[src/rtl/pwm_bank_pkg.sv]
// Shared register map for the PWM bank: fixed control offsets and the
// per-channel PERIOD/DUTY word layout starting at REG_CH_BASE.
package pwm_bank_pkg;

   localparam int REG_ENABLE   = 0;
   localparam int REG_POLARITY = 1;
   localparam int REG_PRESCALE = 2;
   localparam int REG_IRQ_EN   = 3;
   localparam int REG_STATUS   = 4;
   localparam int REG_CH_BASE  = 8;

   // Each channel owns two consecutive words: PERIOD then DUTY.
   function automatic int ch_reg_addr(input int c, input logic is_duty);
      return REG_CH_BASE + 2 * c + (is_duty ? 1 : 0);
   endfunction

endpackage

[src/rtl/pwm_channel.sv]
// One PWM channel: tick-driven counter, period/duty shadows reloaded at wrap,
// registered compare output with polarity and a combinational wrap pulse.
module pwm_channel #(
   parameter int CNT_W = 16
) (
   input  logic             clk,
   input  logic             rst_n,
   input  logic             tick,
   input  logic             enable,
   input  logic             load,
   input  logic             polarity,
   input  logic [CNT_W-1:0] period,
   input  logic [CNT_W-1:0] duty,
   output logic             pwm,
   output logic             wrap
);

   logic [CNT_W-1:0] cnt;
   logic [CNT_W-1:0] per_sh;
   logic [CNT_W-1:0] duty_sh;

   assign wrap = enable && tick && (cnt == per_sh);

   // load fires on the edge that turns the channel on, so it starts a fresh
   // period from the live registers instead of waiting for a wrap.
   always_ff @(posedge clk or negedge rst_n) begin
      if (!rst_n) begin
         cnt     <= '0;
         per_sh  <= '0;
         duty_sh <= '0;
      end else if (load || wrap) begin
         cnt     <= '0;
         per_sh  <= period;
         duty_sh <= duty;
      end else if (!enable) begin
         cnt <= '0;
      end else if (tick) begin
         cnt <= cnt + CNT_W'(1);
      end
   end

   always_ff @(posedge clk or negedge rst_n) begin
      if (!rst_n) begin
         pwm <= 1'b0;
      end else if (enable) begin
         pwm <= (cnt < duty_sh) ^ polarity;
      end else begin
         pwm <= polarity;
      end
   end

endmodule

[src/rtl/pwm_bank_avmm.sv]
// Multi-channel PWM bank with an Avalon-MM register port: register file,
// shared prescaler, readback mux, wrap status and level interrupt.
module pwm_bank_avmm
   import pwm_bank_pkg::*;
#(
   parameter int NUM_CH  = 8,
   parameter int CNT_W   = 16,
   parameter int PRESC_W = 16,
   parameter int ADDR_W  = 5
) (
   input  logic              clk_clk,
   input  logic              reset_reset_n,
   input  logic [ADDR_W-1:0] s1_address,
   input  logic              s1_chipselect,
   input  logic              s1_write_n,
   input  logic [31:0]       s1_writedata,
   input  logic              s1_read_n,
   output logic [31:0]       s1_readdata,
   output logic [NUM_CH-1:0] pwm_out,
   output logic              irq
);

   logic [NUM_CH-1:0]  enable_reg;
   logic [NUM_CH-1:0]  polarity_reg;
   logic [PRESC_W-1:0] prescale_reg;
   logic [NUM_CH-1:0]  irq_en_reg;
   logic [NUM_CH-1:0]  status_reg;
   logic [CNT_W-1:0]   period_reg [NUM_CH];
   logic [CNT_W-1:0]   duty_reg   [NUM_CH];

   logic [PRESC_W-1:0] presc_cnt;
   logic               tick;
   logic               wr;
   logic               rd;
   logic [31:0]        addr_w;
   logic [31:0]        rd_mux;
   logic [NUM_CH-1:0]  en_load;
   logic [NUM_CH-1:0]  status_clr;
   logic [NUM_CH-1:0]  wrap_vec;
   logic               unused_wdata;

   assign wr           = s1_chipselect && !s1_write_n;
   assign rd           = s1_chipselect && !s1_read_n;
   assign addr_w       = 32'(s1_address);
   assign tick         = (presc_cnt == prescale_reg);
   assign unused_wdata = ^s1_writedata;

   assign en_load    = (wr && addr_w == REG_ENABLE) ? (s1_writedata[NUM_CH-1:0] & ~enable_reg) : '0;
   assign status_clr = (wr && addr_w == REG_STATUS) ? s1_writedata[NUM_CH-1:0] : '0;

   always_ff @(posedge clk_clk or negedge reset_reset_n) begin
      if (!reset_reset_n) begin
         enable_reg   <= '0;
         polarity_reg <= '0;
         prescale_reg <= '0;
         irq_en_reg   <= '0;
         for (int c = 0; c < NUM_CH; c++) begin
            period_reg[c] <= '0;
            duty_reg[c]   <= '0;
         end
      end else if (wr) begin
         if (addr_w == REG_ENABLE)   enable_reg   <= s1_writedata[NUM_CH-1:0];
         if (addr_w == REG_POLARITY) polarity_reg <= s1_writedata[NUM_CH-1:0];
         if (addr_w == REG_PRESCALE) prescale_reg <= s1_writedata[PRESC_W-1:0];
         if (addr_w == REG_IRQ_EN)   irq_en_reg   <= s1_writedata[NUM_CH-1:0];
         for (int c = 0; c < NUM_CH; c++) begin
            if (addr_w == ch_reg_addr(c, 1'b0)) period_reg[c] <= s1_writedata[CNT_W-1:0];
            if (addr_w == ch_reg_addr(c, 1'b1)) duty_reg[c]   <= s1_writedata[CNT_W-1:0];
         end
      end
   end

   // A wrap landing on the same edge as a write-1-to-clear keeps the bit set.
   always_ff @(posedge clk_clk or negedge reset_reset_n) begin
      if (!reset_reset_n) begin
         status_reg <= '0;
         irq        <= 1'b0;
      end else begin
         status_reg <= (status_reg & ~status_clr) | wrap_vec;
         irq        <= |(status_reg & irq_en_reg);
      end
   end

   always_ff @(posedge clk_clk or negedge reset_reset_n) begin
      if (!reset_reset_n) begin
         presc_cnt <= '0;
      end else if ((wr && addr_w == REG_PRESCALE) || tick) begin
         presc_cnt <= '0;
      end else begin
         presc_cnt <= presc_cnt + PRESC_W'(1);
      end
   end

   always_comb begin
      rd_mux = '0;
      if (addr_w == REG_ENABLE)   rd_mux = 32'(enable_reg);
      if (addr_w == REG_POLARITY) rd_mux = 32'(polarity_reg);
      if (addr_w == REG_PRESCALE) rd_mux = 32'(prescale_reg);
      if (addr_w == REG_IRQ_EN)   rd_mux = 32'(irq_en_reg);
      if (addr_w == REG_STATUS)   rd_mux = 32'(status_reg);
      for (int c = 0; c < NUM_CH; c++) begin
         if (addr_w == ch_reg_addr(c, 1'b0)) rd_mux = 32'(period_reg[c]);
         if (addr_w == ch_reg_addr(c, 1'b1)) rd_mux = 32'(duty_reg[c]);
      end
   end

   always_ff @(posedge clk_clk or negedge reset_reset_n) begin
      if (!reset_reset_n) begin
         s1_readdata <= '0;
      end else if (rd) begin
         s1_readdata <= rd_mux;
      end
   end

   for (genvar c = 0; c < NUM_CH; c++) begin : g_ch
      pwm_channel #(
         .CNT_W(CNT_W)
      ) u_ch (
         .clk     (clk_clk),
         .rst_n   (reset_reset_n),
         .tick    (tick),
         .enable  (enable_reg[c]),
         .load    (en_load[c]),
         .polarity(polarity_reg[c]),
         .period  (period_reg[c]),
         .duty    (duty_reg[c]),
         .pwm     (pwm_out[c]),
         .wrap    (wrap_vec[c])
      );
   end

endmodule

[config.mk]
export PLATFORM = sky130hd
export DESIGN_NAME = pwm_bank_avmm
export DESIGN_NICKNAME = d
export VERILOG_FILES = /design/src/rtl/pwm_bank_pkg.sv /design/src/rtl/pwm_channel.sv /design/src/rtl/pwm_bank_avmm.sv
export SDC_FILE = /design/constraint.sdc
export NUM_CORES = 1
export LEC_CHECK = 0
export BUFFER_PORTS_ARGS = -buffer_cell sky130_fd_sc_hd__buf_2
export CORE_MARGIN = 4
export CORE_UTILIZATION = 56
export DETAILED_ROUTE_END_ITERATION = 10
export GPL_TIMING_DRIVEN = 0
export PLACE_DENSITY = 0.7
export SLEW_MARGIN = 20
export SYNTH_ARGS = -nofsm -noshare
export SYNTH_HDL_FRONTEND = slang
export SYNTH_SLANG_ARGS = --single-unit
[constraint.sdc]
create_clock -name clk_clk -period 3.63 [get_ports clk_clk]
set_input_delay 0.1815 -clock clk_clk [delete_from_list [all_inputs] [get_ports clk_clk]]
set_output_delay 0.1815 -clock clk_clk [all_outputs]
set_load 0.01 [all_outputs]
==> results by stage <==
STA:
- The total count of max-transition violations in the final report was 0.
- At the pin with the least slew margin, the transition time is between 1 and 1.5 ns.
- Setup repair after global routing left no endpoint under its margin.
- On the final layout, the worst clock skew is 0.0231 ns.
- The shortest clock period the worst path allows after layout is about 3.6 ns.
- Final hold analysis gives a worst-case slack of about 0.062 ns.
- The final-report hold violation count is 0.
- The final clock period utilization by the worst path is ~99%.
- Setup violations remaining at the end of the flow were counted as 0.
- The worst max-slew margin expressed relative to the limit is a little over an eighth.
- Derived from the worst setup path, the maximum achievable clock frequency is 279 MHz.

Cells and area:
- The net total in the final layout is roughly 3600.
- The area of all placed cells without fillers is just over 40000 um^2.
- The area growth from synthesis to layout is 11.7%.
- The finished layout holds about 4400 standard cells, fillers aside.
- Fill cells in the final layout number 5223.
- Cells with a size suffix above 1 make up roughly a quarter of the layout.

Power and ir drop:
- The clock network accounts for about two fifths of the total power.
- Across the VDD grid, the largest voltage drop is between 0.0004 and 0.0005 V.
- For this design the total switching power over the nets is 6150 uW.
- Power comes to between 20000 and 25000 uW.
- The power per cell area is 510 nW/um^2.
- For this design the static power due to leakage is slightly below 0.02 uW.
- The share of power burned in combinational logic is between 10 and 15%.
- The internal portion of total power is about 15000 uW.
- Sequential cells burn approximately 47% of the power.
- The switching part of the total is 29.0%.

Worst setup path:
- For the worst setup path, the data required time is around 4.2 ns.
- Along the worst path, the maximum fanout reaches 11.
- STA classifies the critical path startpoint as a flop.
- The type of destination of the critical path is a flop.
- The critical path start-end classification is flop to flop.
- The critical path starts at prescale_reg[10]$_DFFE_PN0P_.
- STA puts the critical path data arrival time at slightly above 4 ns.
- The startpoint identified for the worst register-to-register timing path is prescale_reg[10]$_DFFE_PN0P_.

Routing:
- The final layout contains routed wiring with a total length of approximately 130000 um.
- The mean routed wirelength per cell is just over 30 um.
- The first detailed-routing pass took 6 iterations.
- The detail route stage leaves a number of antenna-violating nets equal to 0.
- For this run, design rule violations remaining after detail routing come to 0.
- In the routed layout, each cell is associated on average with a via count of approximately 6.4.
- The number of violations reported at the end of detailed-routing iteration 0 is ~2800.
- The routed layout has approximately 28000 vias.

Die:
- The overall die height is 266 um.
- The floorplan has 94 rows.
- The floorplan step defined a die boundary enclosing roughly 71000 um^2.
- The placeable core region is approximately 66000 um^2.
- Measured along the x axis, the die boundary spans 266 um.
- Once the floorplan was initialized, standard cells occupied 56.5% of the core.
- 83 I/O pins were placed.

Clock tree:
- Counting every sink on the clock net gives 729.
- CTS placed an instance of sky130_fd_sc_hd__clkbuf_16 at the clock tree root.
- The buffer count from post-CTS setup fixing is 0.
- The number of clock buffers inserted by TritonCTS is 79.
- The clock transition at the register clock pins on the worst setup and hold paths after CTS is around 0.060 ns.
- TritonCTS built the clock tree.
- In this run, post-CTS hold repair placed 9 buffers.
- The worst-case clock buffer depth is 3.
- Once the clock tree was built, the resizer swapped 0 gates to a different size.
- The H-tree depth is 3.
- The clock insertion delay at the later pin of the skew report is 0.63 ns.

Synthesis:
- The total of warnings raised by yosys is 0.
- The number of flops mapped to enable cells by yosys is 0.
- In this run the mean area of a mapped cell was around 11 um^2.
- The dominant cell type by area after synthesis is sky130_fd_sc_hd__dfrtp_1.
- The area share of the largest cell type after synthesis is between 40% and 50%.
- The cell area that synthesis handed to floorplanning was roughly 37000 um^2.
- The number of flip-flops and latches in the synthesized netlist is ~730.
- Synthesis handed over a netlist of 3281 instances.
- Summing the areas of all and, or, nand and nor instances in the mapped netlist gives a little over 10% of the synthesized area.
- The post-synthesis async set-or-reset flop share is 100%.
- Summing the areas of all fa, ha and maj instances in the mapped netlist gives under 10% of the synthesized area.
- Summing the areas of all compound-gate instances in the mapped netlist gives around a tenth of the synthesized area.
- The sequential element share of the synthesized area is about half.
- The mux contribution to synthesized area is 17.6%.
- The most common cell in the synthesized netlist is sky130_fd_sc_hd__dfrtp_1.
- Ranked by total cell area, the synthesized netlist is headed by sky130_fd_sc_hd__dfrtp_1 (49%), sky130_fd_sc_hd__mux2_2 (15%), sky130_fd_sc_hd__ha_1 (4.3%).
- Ranked by instance count, the synthesized netlist is headed by sky130_fd_sc_hd__dfrtp_1 (729), sky130_fd_sc_hd__mux2_2 (505), sky130_fd_sc_hd__nand2_1 (191), sky130_fd_sc_hd__o21ai_0 (169), sky130_fd_sc_hd__nor2_1 (159).
- The combinational family with the most area after synthesis is multiplexers.
- The synthesized-area fraction occupied by xor and xnor cells is just over 5%.
- The number of different library cells in the post-synthesis netlist is between 80 and 90.
- The most used flip-flop cell after synthesis is sky130_fd_sc_hd__dfrtp_1.

Global routing:
- The first-pass GRT wire length is around 190000 um.
- The via count of the first global-routing pass is 28400.
- Across every metal layer, demand over resource in global routing totals a little under two fifths.
- Entering global routing, the biggest net connects between 100 and 150 pins.
- The total overflow reported by the global router is 0.
- The met3 track demand over resource is under 10%.
- The layer with the highest usage after global routing is met2.
- Global routing consumed, on the met2 layer, 58.9% of the routing resources.
- The global routing met1 resource utilization is 48.5%.
- The number of antenna violations at the first check in global routing is 8.

Run status:
- The flow ran to the end, and the final reports show no timing, DRC or antenna violations.

Placement:
- Input and output buffers added on the ports amount to 48.
- The detailed placement HPWL is roughly 98000 um.
- In this run the cell area measured after placement is around 39000 um^2.
- In this run, placement finished with an instance count of 4217.
- Routability-driven placement finished with a final weighted congestion of ~1.1.

Flow run:
- The number of violations of the max-capacitance limit is 0.

Hold path:
- The path class of the tightest hold or removal check is input port to asynchronous set/reset pin.
critical path, stage by stage (launching register included):
cell and delay (ns):
sky130_fd_sc_hd__dfrtp_1 0.43, sky130_fd_sc_hd__xor2_1 0.18, sky130_fd_sc_hd__nor4_1 0.41, sky130_fd_sc_hd__and4_1 0.65, sky130_fd_sc_hd__buf_6 0.37, sky130_fd_sc_hd__buf_6 0.31, sky130_fd_sc_hd__buf_4 0.34, sky130_fd_sc_hd__buf_4 0.40
sky130_fd_sc_hd__nand4_1 0.15, sky130_fd_sc_hd__o21ai_0 0.21
placed cells by master, fill, tap and decap left out, types with 20 or more instances in the layout:
master / count
sky130_fd_sc_hd__a211oi_1: 20
sky130_fd_sc_hd__a21o_1: 20
sky130_fd_sc_hd__a21oi_1: 99
sky130_fd_sc_hd__a22o_1: 26
sky130_fd_sc_hd__a22oi_1: 29
sky130_fd_sc_hd__and3_1: 26
sky130_fd_sc_hd__buf_2: 117
sky130_fd_sc_hd__buf_4: 31
sky130_fd_sc_hd__clkbuf_1: 92
sky130_fd_sc_hd__clkbuf_16: 82
sky130_fd_sc_hd__dfrtp_1: 729
sky130_fd_sc_hd__ha_1: 129
sky130_fd_sc_hd__inv_1: 140
sky130_fd_sc_hd__mux2_1: 53
sky130_fd_sc_hd__mux2_2: 505
sky130_fd_sc_hd__nand2_1: 191
sky130_fd_sc_hd__nand2b_1: 27
sky130_fd_sc_hd__nand3_1: 82
sky130_fd_sc_hd__nand4_1: 54
sky130_fd_sc_hd__nor2_1: 158
sky130_fd_sc_hd__nor2b_1: 33
sky130_fd_sc_hd__nor3_1: 35
sky130_fd_sc_hd__nor4_1: 28
sky130_fd_sc_hd__o21ai_0: 169
sky130_fd_sc_hd__o22ai_1: 27
sky130_fd_sc_hd__o31ai_1: 29
sky130_fd_sc_hd__xnor2_1: 88
sky130_fd_sc_hd__xor2_1: 128
layout make-up:
| type | count | area [um^2] | share of cell area [%] |
|---|---|---|---|
| antenna | 6 | 15.0 | 0.0362 |
| buffer | 187 | 931 | 2.24 |
| clock buffer | 116 | 2320 | 5.59 |
| clock inverter | 24 | 300 | 0.723 |
| inverter | 142 | 533 | 1.28 |
| multi-input combinational | 2238 | 17600 | 42.3 |
| sequential | 729 | 18200 | 43.9 |
| tap | 864 | 1080 | 2.60 |
| timing repair buffer | 66 | 543 | 1.31 |
logic make-up (layout without fill, tap and decap cells):
| kind of cell | count (synthesis) | in the layout |
|---|---|---|
| fa+ha+maj | 129 | 129 |
| mux | 580 | 580 |
| flops | 729 | 729 |
| compound gates | 561 | 561 |
| buf+inv | 329 | 535 |
| other cells | 1 | 22 |
| simple gates | 736 | 736 |
| xor+xnor | 216 | 216 |
final timing paths:
check / to / slack (ns) / depth (start not counted)
min: g_ch[6].u_ch.pwm$_DFF_PN0_ / 0.06 / 2
min in group clk_clk: s1_readdata[2]$_DFFE_PN0P_ / 0.08 / 6
max in group asynchronous: g_ch[1].u_ch.pwm$_DFF_PN0_ / 1.68 / 5
max reg2reg: g_ch[3].u_ch.cnt[4]$_DFFE_PN0P_ / 0.04 / 9
min reg2reg: s1_readdata[15]$_DFFE_PN0P_ / 0.48 / 2
max: g_ch[3].u_ch.cnt[4]$_DFFE_PN0P_ / 0.04 / 9
power groups by stage:
stage,Sequential (uW),Combinational (uW),Clock (uW)
after floorplan,9470,1940,0
after CTS,9870,3040,8260
after global placement,9990,2880,0
after global routing,9920,3330,8600
final,9900,3090,8200
after detailed placement,10000,3010,0
through the flow:
stage               setup TNS [ns]  setup WS [ns]  utilization, %
finish                           0         0.0412            63.2
global route                     0         0.0587            63.1
CTS                              0          0.182            63.1
detailed placement               0          0.228            59.0
global placement          -8942.66         -12.35            58.6
floorplan                        0           1.50               -
per-layer routing:
layer / wire [um] / vias up
li1: - / 12100
met1: 53000 / 14500
met2: 61500 / 1225
met3: 10700 / 312
met4: 6800 / 0
met5: 0 / -
(Power assumes the default switching activity.)
